## config.mk

```make
export PLATFORM = sky130hd
export DESIGN_NAME = sseg_scan_driver
export DESIGN_NICKNAME = d
export VERILOG_FILES = /design/src/rtl/sseg_pkg.sv /design/src/rtl/hex_to_sseg.sv /design/src/rtl/sseg_scan_driver.sv
export SDC_FILE = /design/constraint.sdc
export NUM_CORES = 1
export LEC_CHECK = 0
export ABC_CLOCK_PERIOD_IN_PS = 2700
export BUFFER_PORTS_ARGS = -buffer_cell sky130_fd_sc_hd__buf_2
export CORE_ASPECT_RATIO = 0.6
export CORE_MARGIN = 1.5
export CORE_UTILIZATION = 50
export CTS_CLUSTER_DIAMETER = 120
export CTS_CLUSTER_SIZE = 12
export DETAILED_ROUTE_END_ITERATION = 16
export PLACE_DENSITY = 0.91
export REMOVE_ABC_BUFFERS = 1
export SLEW_MARGIN = 20
export SYNTH_ARGS = -nofsm -noshare
export SYNTH_HDL_FRONTEND = slang
export SYNTH_SLANG_ARGS = --single-unit
```

## constraint.sdc

```tcl
create_clock -name CLK -period 2.7 [get_ports CLK]
set_input_delay 0.54 -clock CLK [delete_from_list [all_inputs] [get_ports CLK]]
set_output_delay 0.54 -clock CLK [all_outputs]
set_load 0.05 [all_outputs]
```

## src/rtl/sseg_pkg.sv

```systemverilog
// Shared constants and types for the seven-segment display peripheral.
package sseg_pkg;

    localparam logic [31:0] DEF_DATA_ADDR = 32'h1100C010;
    localparam logic [31:0] DEF_CTRL_ADDR = 32'h1100C014;

    localparam int CTRL_EN     = 0;
    localparam int CTRL_LZB    = 1;
    localparam int CTRL_DP_LSB = 4;

    typedef logic [1:0] digit_idx_t;
    typedef logic [7:0] sseg_t;

endpackage

```

## src/rtl/hex_to_sseg.sv

```systemverilog
// Hex nibble to active-low seven-segment pattern, seg[0]=A .. seg[6]=G.
module hex_to_sseg (
    input  logic [3:0] nibble,
    output logic [6:0] seg
);

    always_comb begin
        seg = 7'h7F;
        case (nibble)
            4'h0: seg = 7'h40;
            4'h1: seg = 7'h79;
            4'h2: seg = 7'h24;
            4'h3: seg = 7'h30;
            4'h4: seg = 7'h19;
            4'h5: seg = 7'h12;
            4'h6: seg = 7'h02;
            4'h7: seg = 7'h78;
            4'h8: seg = 7'h00;
            4'h9: seg = 7'h10;
            4'hA: seg = 7'h08;
            4'hB: seg = 7'h03;
            4'hC: seg = 7'h46;
            4'hD: seg = 7'h21;
            4'hE: seg = 7'h06;
            4'hF: seg = 7'h0E;
            default: seg = 7'h7F;
        endcase
    end

endmodule

```

## src/rtl/sseg_scan_driver.sv

```systemverilog
// IOBUS slave holding a 16-bit display value and control byte; scans the
// four digits autonomously with registered, active-low segment/anode outputs.
module sseg_scan_driver
    import sseg_pkg::*;
#(
    parameter logic [31:0] DATA_ADDR   = DEF_DATA_ADDR,
    parameter logic [31:0] CTRL_ADDR   = DEF_CTRL_ADDR,
    parameter int          REFRESH_CNT = 50000
) (
    input  logic        CLK,
    input  logic        RESET,
    input  logic [31:0] IOBUS_ADDR,
    input  logic [31:0] IOBUS_OUT,
    input  logic        IOBUS_WR,
    output logic [31:0] rd_data,
    output logic        rd_hit,
    output sseg_t       segs,
    output logic [3:0]  an
);

    localparam int CNT_W = (REFRESH_CNT > 2) ? $clog2(REFRESH_CNT) : 1;
    localparam logic [CNT_W-1:0] CNT_LAST = CNT_W'(REFRESH_CNT - 1);

    logic [15:0]      data_reg;
    logic [7:0]       ctrl_reg;
    logic [CNT_W-1:0] cnt;
    digit_idx_t       idx;

    logic             hit_data;
    logic             hit_ctrl;
    logic             scan_en;
    logic [3:0]       dp;
    logic [3:0]       nibble;
    logic [6:0]       seg_raw;
    logic             blank;
    sseg_t            segs_nxt;
    logic [3:0]       an_nxt;
    logic             unused_bits;

    assign unused_bits = ^IOBUS_OUT[31:16];

    assign hit_data = (IOBUS_ADDR == DATA_ADDR);
    assign hit_ctrl = (IOBUS_ADDR == CTRL_ADDR);
    assign rd_hit   = hit_data | hit_ctrl;

    always_comb begin
        rd_data = '0;
        if (hit_data)
            rd_data = {16'b0, data_reg};
        else if (hit_ctrl)
            rd_data = {24'b0, ctrl_reg};
    end

    assign scan_en = ctrl_reg[CTRL_EN];
    assign dp      = ctrl_reg[CTRL_DP_LSB +: 4];
    assign nibble  = data_reg[{idx, 2'b00} +: 4];

    hex_to_sseg u_hex (
        .nibble (nibble),
        .seg    (seg_raw)
    );

    // A digit is blanked only when it and every more-significant nibble are zero.
    always_comb begin
        blank = 1'b0;
        if (ctrl_reg[CTRL_LZB]) begin
            case (idx)
                2'd3:    blank = (data_reg[15:12] == 4'h0);
                2'd2:    blank = (data_reg[15:8]  == 8'h00);
                2'd1:    blank = (data_reg[15:4]  == 12'h000);
                default: blank = 1'b0;
            endcase
        end
    end

    always_comb begin
        an_nxt   = 4'hF;
        segs_nxt = 8'hFF;
        if (scan_en && !blank) begin
            an_nxt   = ~(4'b0001 << idx);
            segs_nxt = {~dp[idx], seg_raw};
        end
    end

    always_ff @(posedge CLK) begin
        if (RESET) begin
            data_reg <= '0;
            ctrl_reg <= '0;
            cnt      <= '0;
            idx      <= '0;
            an       <= 4'hF;
            segs     <= 8'hFF;
        end else begin
            if (IOBUS_WR && hit_data)
                data_reg <= IOBUS_OUT[15:0];
            if (IOBUS_WR && hit_ctrl)
                ctrl_reg <= IOBUS_OUT[7:0];

            if (!scan_en) begin
                cnt <= '0;
                idx <= '0;
            end else if (cnt == CNT_LAST) begin
                cnt <= '0;
                idx <= idx + 2'd1;
            end else begin
                cnt <= cnt + 1'b1;
            end

            an   <= an_nxt;
            segs <= segs_nxt;
        end
    end

endmodule

```

==> summary.txt <==
Global route
  – Vias in the first global route: 2479
  – Initial antenna violation count: 0
  – GRT Total Usage: 0.211
  – Largest net degree at the start of global routing: 39
  – Congestion Overflow GR: 0
  – First-pass GRT wire length: approximately 11 mm

Synthesis
  – Register bit count reported by yosys: 54
  – Largest family of logic cells by synthesized area: simple AND/OR/NAND/NOR gates
  – Distinct cells, synth: 46
  – Simple-gate portion of the synthesized area: 0.266
  – Synth Instances: ~330
  – Post-Synth Adder-Cell Area: 0.0523
  – Synth Area in Compound Gates: 0.0334
  – Sequential-to-total area share from yosys stat: 0.348
  – Synth Cell Area: 3110 µm²
  – Mux cell area share after synthesis: 0.179
  – Post-Synth XOR/XNOR Area: 0.0423
  – Ys Warns: 0
  – Synthesized area per cell: 9.48 µm²

Run
  – # Max-Cap Violations: 0

Detailed routing
  – DRT Pass-1 Iters: 4
  – Detailed-route vias per instance: 5.27
  – DR vias: between 2000 and 3000
  – DR iter-0 viols: 98
  – WL final: 6.98 mm
  – Per-cell routed wire length: 14.4 µm
  – DRT antenna net count: 0
  – DRC viols: 0

Place
  – Placed Cells: 479
  – Post-detail-place hpwl: ~5.3 mm
  – Placed Instance Area: 3500 µm²
  – Quantity of I/O buffers inserted on ports: 79
  – Placer Congestion: 0.880

Timing
  – Final Hold Vio Count: 0
  – Setup Viol. Count Final: 0
  – RSZ-0062 raised after global routing: false
  – Pins Over Slew Limit: 0
  – Skew final: 0.00487 ns
  – Tmin final: about 2.6 ns
  – Max Clk Rate: approximately 400 MHz
  – Final period util: 0.951
  – Relative slew slack: 0.403
  – Worst-Margin Slew: roughly 0.90 ns

Critical path
  – R2R cell count: 5
  – Reg-to-reg slack, setup: 0.30 ns
  – CP Capture Type: primary output
  – Arr. time, crit path: just over 2 ns
  – CP Launch Type: input pin
  – Setup CP Type: input pin to primary output
  – Crit path max fanout: 17
  – Critical Path Source: IOBUS_ADDR[22]
  – Worst path required time: 2.16 ns
  – R2r startpoint: idx[1]$_SDFFE_PP0P_

CTS
  – Skew-Pair Late Insertion Delay: 0.31 ns
  – H-tree levels: 2
  – CTS tree: built
  – Hold-fix buffers at CTS: 0
  – Setup Fix Bufs, Post-CTS: 0
  – Root Driver: clkbuf_8
  – Clk buf depth: 2
  – TritonCTS Buffers: 5
  – CTS clk-pin slew, worst paths: 0.09 ns
  – Sink Count: 54

Outcome
  – Outcome: finished clean

Cells and area
  – N_diodes: 0
  – Finished Layout Cells: 486
  – Finished Cell Area: 3620 µm²
  – Final Net Count: between 400 and 500
  – # fillers: 557
  – Post-layout util: 0.597
  – Layout cells sized above 1: 0.266
  – Area grow syn2layout: 16.4%

Power
  – Pleak: 1.45 nW
  – Pwr dens: ~400 nW/µm²
  – Combinational power share: 0.085
  – Clock network fraction of design power: 0.375
  – Switching part of the total: 0.229
  – Reg power frac: 0.540
  – Net switching power: 0.337 mW
  – Internal power: between 1 and 1.5 mW
  – Maximum VDD drop: between 200 and 250 µV

Floorplan
  – Die span in y: 64.1 µm
  – Die area: 6710 µm²
  – Initial Utilization: 0.513
  – Site row count: 22
  – Die W: ~100 µm
  – Core area: 6060 µm²
  – Ports: 112

Worst hold path
  – Hold path start: cnt[0]$_SDFF_PP0_
  – Hold depth: 1
  – Hold Crit Class: flop to flop
==> worst max-delay path, stage by stage <==
cell and delay, ns:
buf_2 0.09, nor4b_1 0.28, nand4_1 0.23, or2_4 0.38
nor3b_1 0.20, buf_2 0.29
==> cell usage after synthesis (all sizes together) <==
| cell | n | share of area |
|---|---|---|
| dfxtp | 54 | 0.35 |
| mux2i | 42 | 0.14 |
| nand2b | 41 | 0.083 |
| nor2 | 28 | 0.034 |
| buf | 24 | 0.056 |
| nand2 | 15 | 0.018 |
| ha | 13 | 0.052 |
| nor4 | 11 | 0.034 |
| xnor2 | 11 | 0.031 |
| inv | 10 | 0.012 |
| nor3b | 10 | 0.024 |
| clkbuf | 8 | 0.0097 |
| nand3 | 8 | 0.013 |
| nand4 | 5 | 0.012 |
| nor3 | 5 | 0.0081 |
| mux2 | 4 | 0.014 |
| mux4 | 4 | 0.029 |
| xor2 | 4 | 0.011 |
| a21oi | 3 | 0.0048 |
| nor4b | 3 | 0.010 |
| o221ai | 3 | 0.0085 |
| or3 | 3 | 0.0064 |
| and3 | 2 | 0.0040 |
| o31ai | 2 | 0.0048 |
| a21o | 1 | 0.0024 |
| a22o | 1 | 0.0028 |
| a41o | 1 | 0.0032 |
| and2 | 1 | 0.0020 |
| and4 | 1 | 0.0028 |
| and4bb | 1 | 0.0040 |
| clkinv | 1 | 0.0012 |
| conb | 1 | 0.0012 |
| nand4b | 1 | 0.0028 |
| nor4bb | 1 | 0.0032 |
| o211ai | 1 | 0.0024 |
| o21ai | 1 | 0.0016 |
| o311ai | 1 | 0.0028 |
| or2 | 1 | 0.0020 |
| or4 | 1 | 0.0024 |
==> final timing paths <==
path                         to
max                 rd_data[11]
min           cnt[0]$_SDFF_PP0_
max reg2reg  segs[4]$_SDFF_PP1_
min reg2reg   cnt[0]$_SDFF_PP0_
==> kinds of logic after synthesis <==
group	after synthesis
simple gates	138
flops	54
mux	50
buf+inv	43
xor+xnor	15
compound gates	14
fa+ha+maj	13
other cells	1
==> area by class of cell <==
type,instances,area (µm²),share of cell area
clock inverter,1,30.0,0.00830
multi-input combinational,246,1840,0.509
timing repair buffer,84,435,0.120
inverter,11,41.3,0.0114
sequential,54,1080,0.299
clock buffer,6,82.6,0.0228
tap,84,105,0.0291
==> timing repair <==
item	in CTS	in global routing
gates resized for setup	1	1
setup endpoints to repair	6	2
pin swaps	0	1
hold endpoints to repair	0	0
==> per-layer routing <==
| layer | track usage | part of all wire | vias to the layer above |
|---|---|---|---|
| met2 | 0.362 | 0.45 | 110 |
| li1 | - | - | 1250 |
| met5 | 0 | 0 | - |
| met1 | 0.267 | 0.46 | 1186 |
| met4 | 0.0771 | 0.016 | 0 |
| met3 | 0.0408 | 0.072 | 13 |
==> power by group through the flow <==
stage | logic [mW] | registers [mW] | clock network (mW)
6_report | 0.126 | 0.796 | 0.553
5_1_grt | 0.133 | 0.796 | 0.593
4_1_cts | 0.126 | 0.796 | 0.559
3_5_place_dp | 0.125 | 0.814 | 0
3_3_place_gp | 0.123 | 0.814 | 0
2_1_floorplan | 0.0716 | 0.814 | 0
==> stage by stage <==
step | setup TNS, ns | setup slack [ns] | hold slack [ns] | total power [mW]
5_1_grt | 0 | 0.00353 | 0.500 | 1.52
6_report | 0 | 0.132 | 0.468 | 1.47
4_1_cts | 0 | 0.0938 | 0.471 | 1.48
3_5_place_dp | -0.142 | -0.0396 | 0.447 | 0.939
2_1_floorplan | -3.61 | -0.465 | 0.426 | 0.886
3_3_place_gp | 0 | 0.0325 | 0.436 | 0.937
==> layout by cell type (no fill, tap or decap), types with 2 or more instances in the layout <==
cell / n
nor4_4: 2
dfxtp_1: 54
nand2_1: 15
nand2b_1: 41
nor3b_1: 10
a21oi_1: 3
o221ai_1: 3
nor3_1: 5
mux2i_1: 42
ha_1: 13
conb_1: 16
xnor2_1: 11
and3_1: 2
or3_1: 2
buf_4: 5
mux4_2: 4
nand3_1: 8
mux2_2: 4
nand4_1: 4
o31ai_1: 2
nor4_1: 8
buf_2: 78
clkbuf_8: 6
xor2_1: 4
nor2_1: 28
nor4b_1: 2
inv_1: 10
Power figures use the tool's default switching activity.
